## config.mk

```make
export PLATFORM = sky130hd
export DESIGN_NAME = exe_stage
export DESIGN_NICKNAME = d
export VERILOG_FILES = /design/src/rtl/exe_stage_pkg.sv /design/src/rtl/exe_stage_div.sv /design/src/rtl/exe_stage.sv
export SDC_FILE = /design/constraint.sdc
export NUM_CORES = 1
export LEC_CHECK = 0
export BUFFER_PORTS_ARGS = -buffer_cell sky130_fd_sc_hd__buf_2
export CAP_MARGIN = 20
export CORE_MARGIN = 2
export CORE_UTILIZATION = 40
export CTS_CLUSTER_DIAMETER = 100
export DETAILED_ROUTE_END_ITERATION = 10
export PLACE_DENSITY_LB_ADDON = 0.3
export SLEW_MARGIN = 20
export SYNTH_ARGS = -nofsm -noshare
export SYNTH_HDL_FRONTEND = slang
export SYNTH_SLANG_ARGS = --single-unit
```

## constraint.sdc

```tcl
create_clock -name clk -period 13.5 [get_ports clk]
set_clock_uncertainty 0.05 [all_clocks]
set_input_delay 0.675 -clock clk [delete_from_list [all_inputs] [get_ports clk]]
set_output_delay 0.675 -clock clk [all_outputs]
set_load 0.1 [all_outputs]
```

## src/rtl/exe_stage_pkg.sv

```systemverilog
// Shared definitions for the execute stage: bus widths, ALU opcode bit positions,
// the decode-to-execute and execute-to-memory bus layouts, and divider states.
package exe_stage_pkg;

  localparam int DS_TO_ES_BUS_WD = 153;
  localparam int ES_TO_MS_BUS_WD = 71;
  localparam int ALU_OP_WD       = 12;

  localparam int ALU_ADD  = 0;
  localparam int ALU_SUB  = 1;
  localparam int ALU_SLT  = 2;
  localparam int ALU_SLTU = 3;
  localparam int ALU_AND  = 4;
  localparam int ALU_NOR  = 5;
  localparam int ALU_OR   = 6;
  localparam int ALU_XOR  = 7;
  localparam int ALU_SLL  = 8;
  localparam int ALU_SRL  = 9;
  localparam int ALU_SRA  = 10;
  localparam int ALU_LUI  = 11;

  typedef enum logic [1:0] {
    DIV_IDLE = 2'd0,
    DIV_BUSY = 2'd1,
    DIV_DONE = 2'd2
  } div_state_e;

  // Field order matches the packed bus, MSB first.
  typedef struct packed {
    logic [ALU_OP_WD-1:0] alu_op;
    logic                 div_en;
    logic                 div_signed;
    logic                 div_mod;
    logic                 res_from_mem;
    logic                 src1_is_pc;
    logic                 src2_is_imm;
    logic                 gr_we;
    logic                 mem_we;
    logic [4:0]           dest;
    logic [31:0]          imm;
    logic [31:0]          rj_value;
    logic [31:0]          rkd_value;
    logic [31:0]          pc;
  } ds_to_es_t;

  typedef struct packed {
    logic        res_from_mem;
    logic        gr_we;
    logic [4:0]  dest;
    logic [31:0] result;
    logic [31:0] pc;
  } es_to_ms_t;

  function automatic logic [31:0] neg_if(input logic [31:0] value, input logic neg);
    return neg ? (32'd0 - value) : value;
  endfunction

endpackage

```

## src/rtl/exe_stage_div.sv

```systemverilog
// 32-step restoring divider for div/mod instructions. Works on magnitudes and
// applies the sign correction combinationally on the held result.
//
// state | meaning
// IDLE  | waiting for a divide instruction in ES; operands loaded on start
// BUSY  | one shift-subtract step per cycle, cnt counts steps 0..31
// DONE  | sign-corrected quotient/remainder held until MS consumes the instruction
module div_unit
  import exe_stage_pkg::*;
(
  input  logic        clk,
  input  logic        reset,
  input  logic        start,
  input  logic        div_signed,
  input  logic [31:0] dividend,
  input  logic [31:0] divisor,
  input  logic        consume,
  output logic        done,
  output logic [31:0] quotient,
  output logic [31:0] remainder
);

  div_state_e  state, state_nxt;
  logic [4:0]  cnt;
  logic [31:0] rem, quo, dvs;
  logic        q_neg, r_neg;

  logic        a_neg, b_neg;
  logic [32:0] r_shift;
  logic [31:0] r_sub;
  logic        r_ge;

  assign a_neg = div_signed & dividend[31];
  assign b_neg = div_signed & divisor[31];

  // Partial remainder stays below the divisor, so 32 bits suffice; the shifted
  // value needs one extra bit only for the compare.
  assign r_shift = {rem, quo[31]};
  assign r_sub   = r_shift[31:0] - dvs;
  assign r_ge    = r_shift >= {1'b0, dvs};

  always_ff @(posedge clk) begin
    if (reset) begin
      state <= DIV_IDLE;
    end else begin
      state <= state_nxt;
    end
  end

  always_comb begin
    state_nxt = state;
    case (state)
      DIV_IDLE: if (start)          state_nxt = DIV_BUSY;
      DIV_BUSY: if (cnt == 5'd31)   state_nxt = DIV_DONE;
      DIV_DONE: if (consume)        state_nxt = DIV_IDLE;
      default:                      state_nxt = DIV_IDLE;
    endcase
  end

  always_ff @(posedge clk) begin
    if (reset) begin
      cnt   <= 5'd0;
      rem   <= 32'd0;
      quo   <= 32'd0;
      dvs   <= 32'd0;
      q_neg <= 1'b0;
      r_neg <= 1'b0;
    end else begin
      case (state)
        DIV_IDLE: begin
          if (start) begin
            cnt   <= 5'd0;
            rem   <= 32'd0;
            quo   <= neg_if(dividend, a_neg);
            dvs   <= neg_if(divisor, b_neg);
            q_neg <= a_neg ^ b_neg;
            r_neg <= a_neg;
          end
        end
        DIV_BUSY: begin
          cnt <= cnt + 5'd1;
          rem <= r_ge ? r_sub : r_shift[31:0];
          quo <= {quo[30:0], r_ge};
        end
        default: ;
      endcase
    end
  end

  assign done      = (state == DIV_DONE);
  assign quotient  = neg_if(quo, q_neg);
  assign remainder = neg_if(rem, r_neg);

endmodule

```

## src/rtl/exe_stage.sv

```systemverilog
// Execute stage: latches the decode bus, evaluates the ALU, sequences divides
// through div_unit and issues the data-SRAM request on handoff to MS.
module exe_stage
  import exe_stage_pkg::*;
(
  input  logic                       clk,
  input  logic                       reset,
  input  logic                       ms_allowin,
  output logic                       es_allowin,
  input  logic                       ds_to_es_valid,
  input  logic [DS_TO_ES_BUS_WD-1:0] ds_to_es_bus,
  output logic                       es_to_ms_valid,
  output logic [ES_TO_MS_BUS_WD-1:0] es_to_ms_bus,
  output logic                       data_sram_en,
  output logic [3:0]                 data_sram_we,
  output logic [31:0]                data_sram_addr,
  output logic [31:0]                data_sram_wdata
);

  ds_to_es_t   es_bus;
  es_to_ms_t   ms_out;
  logic        es_valid;
  logic        es_ready_go;
  logic        div_done;
  logic [31:0] div_quotient, div_remainder;

  logic [31:0] src1, src2;
  logic [31:0] add_res, sub_res, sll_res, srl_res, sra_res;
  logic        slt_res, sltu_res;
  logic [31:0] alu_out;
  logic [31:0] es_result;

  assign es_ready_go    = !es_bus.div_en | div_done;
  assign es_allowin     = !es_valid | (es_ready_go & ms_allowin);
  assign es_to_ms_valid = es_valid & es_ready_go;

  always_ff @(posedge clk) begin
    if (reset) begin
      es_valid <= 1'b0;
    end else if (es_allowin) begin
      es_valid <= ds_to_es_valid;
    end
  end

  always_ff @(posedge clk) begin
    if (ds_to_es_valid && es_allowin) begin
      es_bus <= ds_to_es_bus;
    end
  end

  assign src1 = es_bus.src1_is_pc  ? es_bus.pc  : es_bus.rj_value;
  assign src2 = es_bus.src2_is_imm ? es_bus.imm : es_bus.rkd_value;

  assign add_res  = src1 + src2;
  assign sub_res  = src1 - src2;
  assign slt_res  = $signed(src1) < $signed(src2);
  assign sltu_res = src1 < src2;
  assign sll_res  = src1 << src2[4:0];
  assign srl_res  = src1 >> src2[4:0];
  assign sra_res  = $signed(src1) >>> src2[4:0];

  // alu_op is one-hot, so an AND-OR mux is enough.
  assign alu_out = ({32{es_bus.alu_op[ALU_ADD ]}} & add_res)
                 | ({32{es_bus.alu_op[ALU_SUB ]}} & sub_res)
                 | ({32{es_bus.alu_op[ALU_SLT ]}} & {31'd0, slt_res})
                 | ({32{es_bus.alu_op[ALU_SLTU]}} & {31'd0, sltu_res})
                 | ({32{es_bus.alu_op[ALU_AND ]}} & (src1 & src2))
                 | ({32{es_bus.alu_op[ALU_NOR ]}} & ~(src1 | src2))
                 | ({32{es_bus.alu_op[ALU_OR  ]}} & (src1 | src2))
                 | ({32{es_bus.alu_op[ALU_XOR ]}} & (src1 ^ src2))
                 | ({32{es_bus.alu_op[ALU_SLL ]}} & sll_res)
                 | ({32{es_bus.alu_op[ALU_SRL ]}} & srl_res)
                 | ({32{es_bus.alu_op[ALU_SRA ]}} & sra_res)
                 | ({32{es_bus.alu_op[ALU_LUI ]}} & src2);

  div_unit u_div (
    .clk        (clk),
    .reset      (reset),
    .start      (es_valid & es_bus.div_en),
    .div_signed (es_bus.div_signed),
    .dividend   (es_bus.rj_value),
    .divisor    (es_bus.rkd_value),
    .consume    (es_to_ms_valid & ms_allowin),
    .done       (div_done),
    .quotient   (div_quotient),
    .remainder  (div_remainder)
  );

  assign es_result = es_bus.div_en ? (es_bus.div_mod ? div_remainder : div_quotient)
                                   : alu_out;

  assign ms_out.res_from_mem = es_bus.res_from_mem;
  assign ms_out.gr_we        = es_bus.gr_we;
  assign ms_out.dest         = es_bus.dest;
  assign ms_out.result       = es_result;
  assign ms_out.pc           = es_bus.pc;
  assign es_to_ms_bus        = ms_out;

  // Request only on the handoff cycle so a stalled memory op is issued once.
  assign data_sram_en    = es_valid & es_ready_go & ms_allowin
                         & (es_bus.res_from_mem | es_bus.mem_we);
  assign data_sram_we    = {4{es_bus.mem_we & data_sram_en}};
  assign data_sram_addr  = alu_out;
  assign data_sram_wdata = es_bus.rkd_value;

endmodule
```

Yosys cells after proc, flatten, opt, wreduce, memory -nomap -nowiden
Cells that the tools add are included.
{"block": "word_totals", "reg_bits": 259, "out_inout_bits": 142, "word_cells": 108}
{"block": "op_classes", "add_sub_neg": 8, "order_cmp": 3, "n_eq_ne": 6, "n_shift": 3, "n_mux": 19, "n_bitwise": 39, "reduce_logical": 8}
{"cell": "$or A32 B32 Y32", "n": 12}
{"cell": "$and A32 B32 Y32", "n": 11}
{"cell": "$mux W32", "n": 11}
{"cell": "$pmux W32 S2", "n": 2}
{"cell": "$sub A1 B32 Y32 const A", "n": 4}
{"cell": "$and A32 B1 Y32", "n": 2}
{"cell": "$lt A32 B32 Y1", "n": 2}
{"cell": "$sub A32 B32 Y32", "n": 2}
{"cell": "$ge A33 B32 Y1", "n": 1}
{"cell": "$add A32 B32 Y32", "n": 1}
{"cell": "$not A32 Y32", "n": 1}
{"cell": "$shl A32 B5 Y32", "n": 1}
{"cell": "$shr A32 B5 Y32", "n": 1}
{"cell": "$sshr A32 B5 Y32", "n": 1}
{"cell": "$xor A32 B32 Y32", "n": 1}
{"cell": "$pmux W5 S2", "n": 1}
{"cell": "$and A1 B1 Y1", "n": 8}
{"cell": "$mux W2", "n": 3}
{"cell": "$ne A2 B1 Y1 const B", "n": 3}
{"cell": "$pmux W2 S3", "n": 1}
{"cell": "$add A5 B1 Y5 const B", "n": 1}
{"cell": "$eq A5 B5 Y1 const B", "n": 1}
{"cell": "$mux W5", "n": 1}
{"cell": "$reduce_and A2 Y1", "n": 2}
{"cell": "other kinds (9)", "n": 12}

Longest topological paths before layout
{"block": "logic_depth", "word_depth": 15, "mapped_depth": 17, "mapped_depth_nobuf": 14}

By module
From an unflattened synthesis, not the netlist that was laid out.
{"block": "unflattened", "hier_cells": 2915, "hier_area_um2": 24551.0}
{"mod": "exe_stage", "n_inst": 1, "cells_per_inst": 1805, "area_each_um2": 16206.8, "seq_area_each_um2": 4614.4}
{"mod": "div_unit", "n_inst": 1, "cells_per_inst": 1110, "area_each_um2": 8344.3, "seq_area_each_um2": 2102.0}

Worst setup path after synthesis
OpenSTA, ideal clock, no wires.
{"block": "synth_timing", "path_kind": "flip-flop to output port", "from": "register es_bus[135] (netlist name)", "to": "output port es_to_ms_bus[32]", "t_arrival_ns": 7.473, "path_slack_ns": 5.302, "stages_incl_launch_ff": 15, "path_buffers": 4, "cell_sequence": "edfxtp_1 -> buf_6 -> mux2i_4 -> buf_2 -> buf_1 -> clkbuf_1 -> ha_1 -> nor2b_1 -> o211ai_1 -> a21oi_1 -> o21ai_0 -> and4_1 -> nor3_1 -> o311ai_0 -> o21a_1"}
{"block": "synth_between", "elab_chain_len": 15}
{"element": "from (decl)", "line_no": "exe_stage.sv:20", "text": "ds_to_es_t es_bus;"}
{"element": "from (signal assigned)", "line_no": "exe_stage.sv:47", "text": "es_bus <= ds_to_es_bus;"}
{"element": "$mux W32 *", "line_no": "exe_stage.sv:52", "text": "assign src2 = es_bus.src2_is_imm ? es_bus.imm : es_bus.rkd_value;"}
{"element": "$add A32 B32 Y32 or $sub A32 B32 Y32 (tied branches)", "line_no": "exe_stage.sv:54, exe_stage.sv:55"}
{"element": "$and A32 B32 Y32 (on tied branches)", "line_no": "exe_stage.sv:63, exe_stage.sv:64"}
{"element": "$or A32 B32 Y32", "line_no": "exe_stage.sv:64", "text": "| ({32{es_bus.alu_op[ALU_SUB ]}} & sub_res)"}
{"element": "$or A32 B32 Y32", "line_no": "exe_stage.sv:65", "text": "| ({32{es_bus.alu_op[ALU_SLT ]}} & {31'd0, slt_res})"}
{"element": "$or A32 B32 Y32", "line_no": "exe_stage.sv:66", "text": "| ({32{es_bus.alu_op[ALU_SLTU]}} & {31'd0, sltu_res})"}
{"element": "$or A32 B32 Y32", "line_no": "exe_stage.sv:67", "text": "| ({32{es_bus.alu_op[ALU_AND ]}} & (src1 & src2))"}
{"element": "$or A32 B32 Y32", "line_no": "exe_stage.sv:68", "text": "| ({32{es_bus.alu_op[ALU_NOR ]}} & ~(src1 | src2))"}
{"element": "$or A32 B32 Y32", "line_no": "exe_stage.sv:69", "text": "| ({32{es_bus.alu_op[ALU_OR ]}} & (src1 | src2))"}
{"element": "$or A32 B32 Y32", "line_no": "exe_stage.sv:70", "text": "| ({32{es_bus.alu_op[ALU_XOR ]}} & (src1 ^ src2))"}
{"element": "$or A32 B32 Y32", "line_no": "exe_stage.sv:71", "text": "| ({32{es_bus.alu_op[ALU_SLL ]}} & sll_res)"}
{"element": "$or A32 B32 Y32", "line_no": "exe_stage.sv:72", "text": "| ({32{es_bus.alu_op[ALU_SRL ]}} & srl_res)"}
{"element": "$or A32 B32 Y32", "line_no": "exe_stage.sv:73", "text": "| ({32{es_bus.alu_op[ALU_SRA ]}} & sra_res)"}
{"element": "$or A32 B32 Y32 *", "line_no": "exe_stage.sv:74", "text": "| ({32{es_bus.alu_op[ALU_LUI ]}} & src2);"}
{"element": "named net data_sram_addr[0]", "line_no": "exe_stage.sv:16", "text": "output logic [31:0] data_sram_addr,"}
{"element": "$mux W32 *", "line_no": "exe_stage.sv:89", "text": "assign es_result = es_bus.div_en ? (es_bus.div_mod ? div_remainder : div_quotient)"}
{"element": "to (decl)", "line_no": "exe_stage.sv:13", "text": "output logic [ES_TO_MS_BUS_WD-1:0] es_to_ms_bus,"}
Mark *: on every way through the listed nets, which the timed path passes. The rest lies on a longest branch.

Worst setup path after layout
{"block": "layout_timing", "from": "register es_bus[136] (netlist name)", "to": "output port es_to_ms_bus[62]"}
{"block": "layout_between", "elab_chain_len": 15}
{"element": "$mux W32 *", "line_no": "exe_stage.sv:51", "text": "assign src1 = es_bus.src1_is_pc ? es_bus.pc : es_bus.rj_value;"}
{"element": "$add A32 B32 Y32 or $sub A32 B32 Y32 (tied branches)", "line_no": "exe_stage.sv:54, exe_stage.sv:55"}
{"element": "$and A32 B32 Y32 (on tied branches)", "line_no": "exe_stage.sv:63, exe_stage.sv:64"}
{"element": "$or A32 B32 Y32", "line_no": "exe_stage.sv:64"}
{"element": "$or A32 B32 Y32", "line_no": "exe_stage.sv:65"}
{"element": "$or A32 B32 Y32", "line_no": "exe_stage.sv:66"}
{"element": "$or A32 B32 Y32", "line_no": "exe_stage.sv:67"}
{"element": "$or A32 B32 Y32", "line_no": "exe_stage.sv:68"}
{"element": "$or A32 B32 Y32", "line_no": "exe_stage.sv:69"}
{"element": "$or A32 B32 Y32", "line_no": "exe_stage.sv:70"}
{"element": "$or A32 B32 Y32", "line_no": "exe_stage.sv:71"}
{"element": "$or A32 B32 Y32", "line_no": "exe_stage.sv:72"}
{"element": "$or A32 B32 Y32 *", "line_no": "exe_stage.sv:73"}
{"element": "$or A32 B32 Y32 *", "line_no": "exe_stage.sv:74"}
{"element": "$mux W32 *", "line_no": "exe_stage.sv:89"}
Every way passes the cells marked *; elsewhere a longest branch is shown, timed or not.

==> impl_metrics.py <==
metrics = {
    "run_status": {
        "outcome": "finished clean",
    },
    "cts": {
        "cts.htree.levels": 2,
        "worstSkewPairLatency_ns": 0.55,
        "cts.repair.resized": 0,
        "cts.root.buffer_cell": "clkbuf_16",
        "number_of_sinks_handled_by_clock_tree_synthesis": 259,
        "clock_edge_transition_at_the_registers_on_the_reported_setup_and_hold_paths_ns": 0.06,
        "post-cts-setup-buffer-count": 0,
        "cts_hold_repair.buffers": 0,
        "tritoncts_clock_tree": "yes",
        "cts-root-to-sink-buffers": 3,
        "cts_made_buffers": 34,
    },
    "worst_hold_path": {
        "end_point_of_the_most_critical_hold_path": "es_to_ms_bus[65]$_DFFE_PP_",
        "min_from": "ds_to_es_bus[129]",
        "hold_path_depth": 1,
        "hold_class": "in2reg",
    },
    "sta": {
        "max_clock_freq_ghz": 0.135,
        "timing_hold_violations_final": 0,
        "final_period_minus_worst_setup_slack_ns": 7.38,
        "relSlewSlack_pct": 27.1,
        "slew_viol_final": 0,
        "report.final.setup_viol": 0,
        "share_of_the_clock_period_used_by_the_worst_path_after_layout_pct": 54.7,
        "fin_tns_setup_ns": 0,
        "tightest_slew_ns": 1.08,
        "rsz0062_at_grt": "no",
        "fin_hold_ws_ns": 0.250,
        "finalWorstSetupSlack_ns": 6.12,
    },
    "grt": {
        "first_global_vias": 22149,
        "grt_remaining_overflow": 0,
        "grtUsageTotal_pct": 30.5,
        "grt_first_pass_wirelength_um": 145000,
        "grt_start_max_net_pins": 99,
        "antenna_found_initial": 3,
    },
    "setup_path": {
        "setup.worst_path.class": "reg2out",
        "worst-endpoint-arrival_ns": 6.66,
        "critical_path.startpoint_type": "register",
        "r2r-start": "u_div.rem[23]$_SDFFE_PP0P_",
        "critical_path.reg2reg.endpoint": "u_div.rem[25]$_SDFFE_PP0P_",
        "ff_to_ff_setup_slack_ns": 9.36,
        "timing.critical_path.required_ns": 12.77,
        "worstRegToRegCells": 10,
        "crit_fanout": 19,
        "worstSetupEndpointType": "output pin",
    },
    "logic_synthesis": {
        "syn_avg_cell_area_um2": 8.31,
        "share_of_the_synthesized_area_in_the_top_cell_type_pct": 18.9,
        "synth_cells": 2931,
        "synth_warnings": 0,
        "synth_enable_flop_cells": 153,
        "synth_seq_area_share_pct": 27.6,
        "synthArstFlopShare_pct": 0,
        "post_synthesis_sequential_element_count": 259,
        "synth.area.top_cells": "edfxtp_1, dfxtp_1, mux2i_1",
        "synth-main-ff-cell": "edfxtp_1",
        "ys_types": 94,
        "synthDominantAreaCellType": "edfxtp_1",
        "post_syn_nets": 3226,
        "mappedNetlistArea_um2": 24300,
    },
    "floorplanning": {
        "die_area_um2": 62900,
        "die-height_um": 251,
        "core_footprint_um2": 60200,
        "die_width_um": 251,
        "fp-row-count": 90,
        "num_io_pins": 299,
        "initial_core_util_pct": 40.4,
    },
    "place": {
        "place_hpwl_um": 77000,
        "place_inst": 3795,
        "port-buffer-count": 298,
        "detailedPlace.worstSlack_ns": 6.81,
        "dpl-instance-area_um2": 25800,
        "gp_congestion": 1.05,
    },
    "power_and_ir_drop": {
        "vdd_drop_max_v": 0.0000885,
        "cellPowerDensity_nw_per_um2": 128,
        "total_leakage_power_nw": 10.8,
    },
    "drt": {
        "avgViaCountPerCell": 6.22,
        "drt_first_pass_iters": 8,
        "detail-route-antenna-nets": 0,
        "remaining_drc_errors": 0,
        "drt-initial-drc-count": 2878,
        "routed_wirelength_um": 99600,
        "post_drt_wl_per_cell_um": 25.8,
        "dr_total_vias": 23976,
    },
    "final_layout": {
        "post-route-cell-area_um2": 27000,
        "drive_gt1_share_pct": 16.7,
        "final_common_cell": "nand2_1",
        "final_cell_count_no_fill": 3857,
        "layout_area_growth_over_synthesis_pct": 10.8,
        "final_cell_mix": "nand2_1, buf_2, nor2_1",
        "fin_nets": 3344,
    },
    "run": {
        "maxCapViolCount": 0,
    },
}
==> cells in the mapped netlist (all sizes together), types with 10 or more instances <==
cell type and number:
a32oi 12, or3 17, nand3 56, inv 157, o21a 27, a221oi 29
nor4 21, nand4 27, o21bai 16, a31oi 25, o22ai 11, dfxtp 106
a211o 13, mux2 54, o31ai 33, a21oi 221, xor2 75, and2 14
ha 135, nand2b 20, or2 10, mux2i 198, o211ai 50, nor2b 14
xnor2 92, o41ai 12, a211oi 60, o21ai 138, or4 17, a21o 26
nor3 56, a22oi 75, edfxtp 153, a311oi 23, nor2 228, o221ai 13
clkbuf 139, nand2 299, buf 120, and3 16
==> critical path, cell delays in order, from the launching register on <==
cell and delay [ns]:
edfxtp_1 0.86, buf_4 0.51, mux2i_2 0.41, inv_2 0.11, ha_1 0.27, fa_1 0.44, a211oi_1 0.31, o21bai_1 0.20
a21boi_1 0.47, o2111ai_1 0.33, a311oi_1 0.86, o2bb2ai_1 0.20, nor3_1 0.20, o21ai_0 0.14, a31oi_1 0.30, buf_2 0.48
==> cells by family (layout without fill, tap and decap cells) <==
group	after synthesis	in the layout	synth area share, %
XOR/XNOR	167	167	6.01
buffers and inverters	418	561	7.98
adder cells (fa/ha/maj)	138	138	7.18
multiplexers	255	255	11.4
other	0	1	0
AO/OA/AOI/OAI	877	877	24.5
flip-flops	259	259	27.6
AND/OR/NAND/NOR	817	817	15.3
==> through the flow <==
stage / power, W / util (%)
floorplan: 0.00210 / -
global placement: 0.00251 / 42.9
detailed placement: 0.00250 / 42.9
CTS: 0.00344 / 44.8
global route: 0.00360 / 44.8
finish: 0.00345 / 44.8
==> report_power, final <==
part | switching (W) | internal (W)
clock network | 0.000363 | 0.000560
registers | 0.0000714 | 0.000892
logic | 0.00111 | 0.000460
total | 0.00154 | 0.00191
==> worst max-delay path by stage <==
stage | to | cells past startpoint | slack [ns] | from
floorplan | es_to_ms_bus[32] | 14 | 5.30 | es_bus[135]$_DFFE_PP_
global placement | es_to_ms_bus[62] | 15 | 6.84 | es_bus[136]$_DFFE_PP_
detailed placement | es_to_ms_bus[62] | 15 | 6.81 | es_bus[136]$_DFFE_PP_
CTS | es_to_ms_bus[62] | 15 | 6.20 | es_bus[136]$_DFFE_PP_
global route | es_to_ms_bus[62] | 15 | 5.77 | es_bus[136]$_DFFE_PP_
finish | es_to_ms_bus[62] | 15 | 6.12 | es_bus[136]$_DFFE_PP_
==> per-layer routing <==
metal,routed length (um),vias to the layer above,global-route usage (%)
met5,22,-,0
li1,-,11045,-
met4,5200,4,13.6
met1,39600,11474,39.1
met3,10500,232,8.46
met2,44300,1221,48.0
==> cell type report <==
cell class / count / area, um2
Tap cell: 782 / 978
Timing Repair Buffer: 341 / 1820
Inverter: 159 / 599
Fill cell: 6030 / 33300
Clock buffer: 45 / 955
Sequential cell: 259 / 6720
Multi-Input combinational cell: 2254 / 15700
Clock inverter: 16 / 181
Antenna cell: 1 / 2.50
==> flip-flops by register name (all words and copies together), names as in the netlist <==
signal / cells
u_div.q_neg: 1
u_div.cnt: 5
es_bus: 82
es_to_ms_bus: 39
u_div.rem: 32
data_sram_wdata: 32
u_div.dvs: 32
es_valid: 1
u_div.state: 2
u_div.quo: 32
u_div.r_neg: 1
No activity file was read; power rests on OpenSTA's default activity.
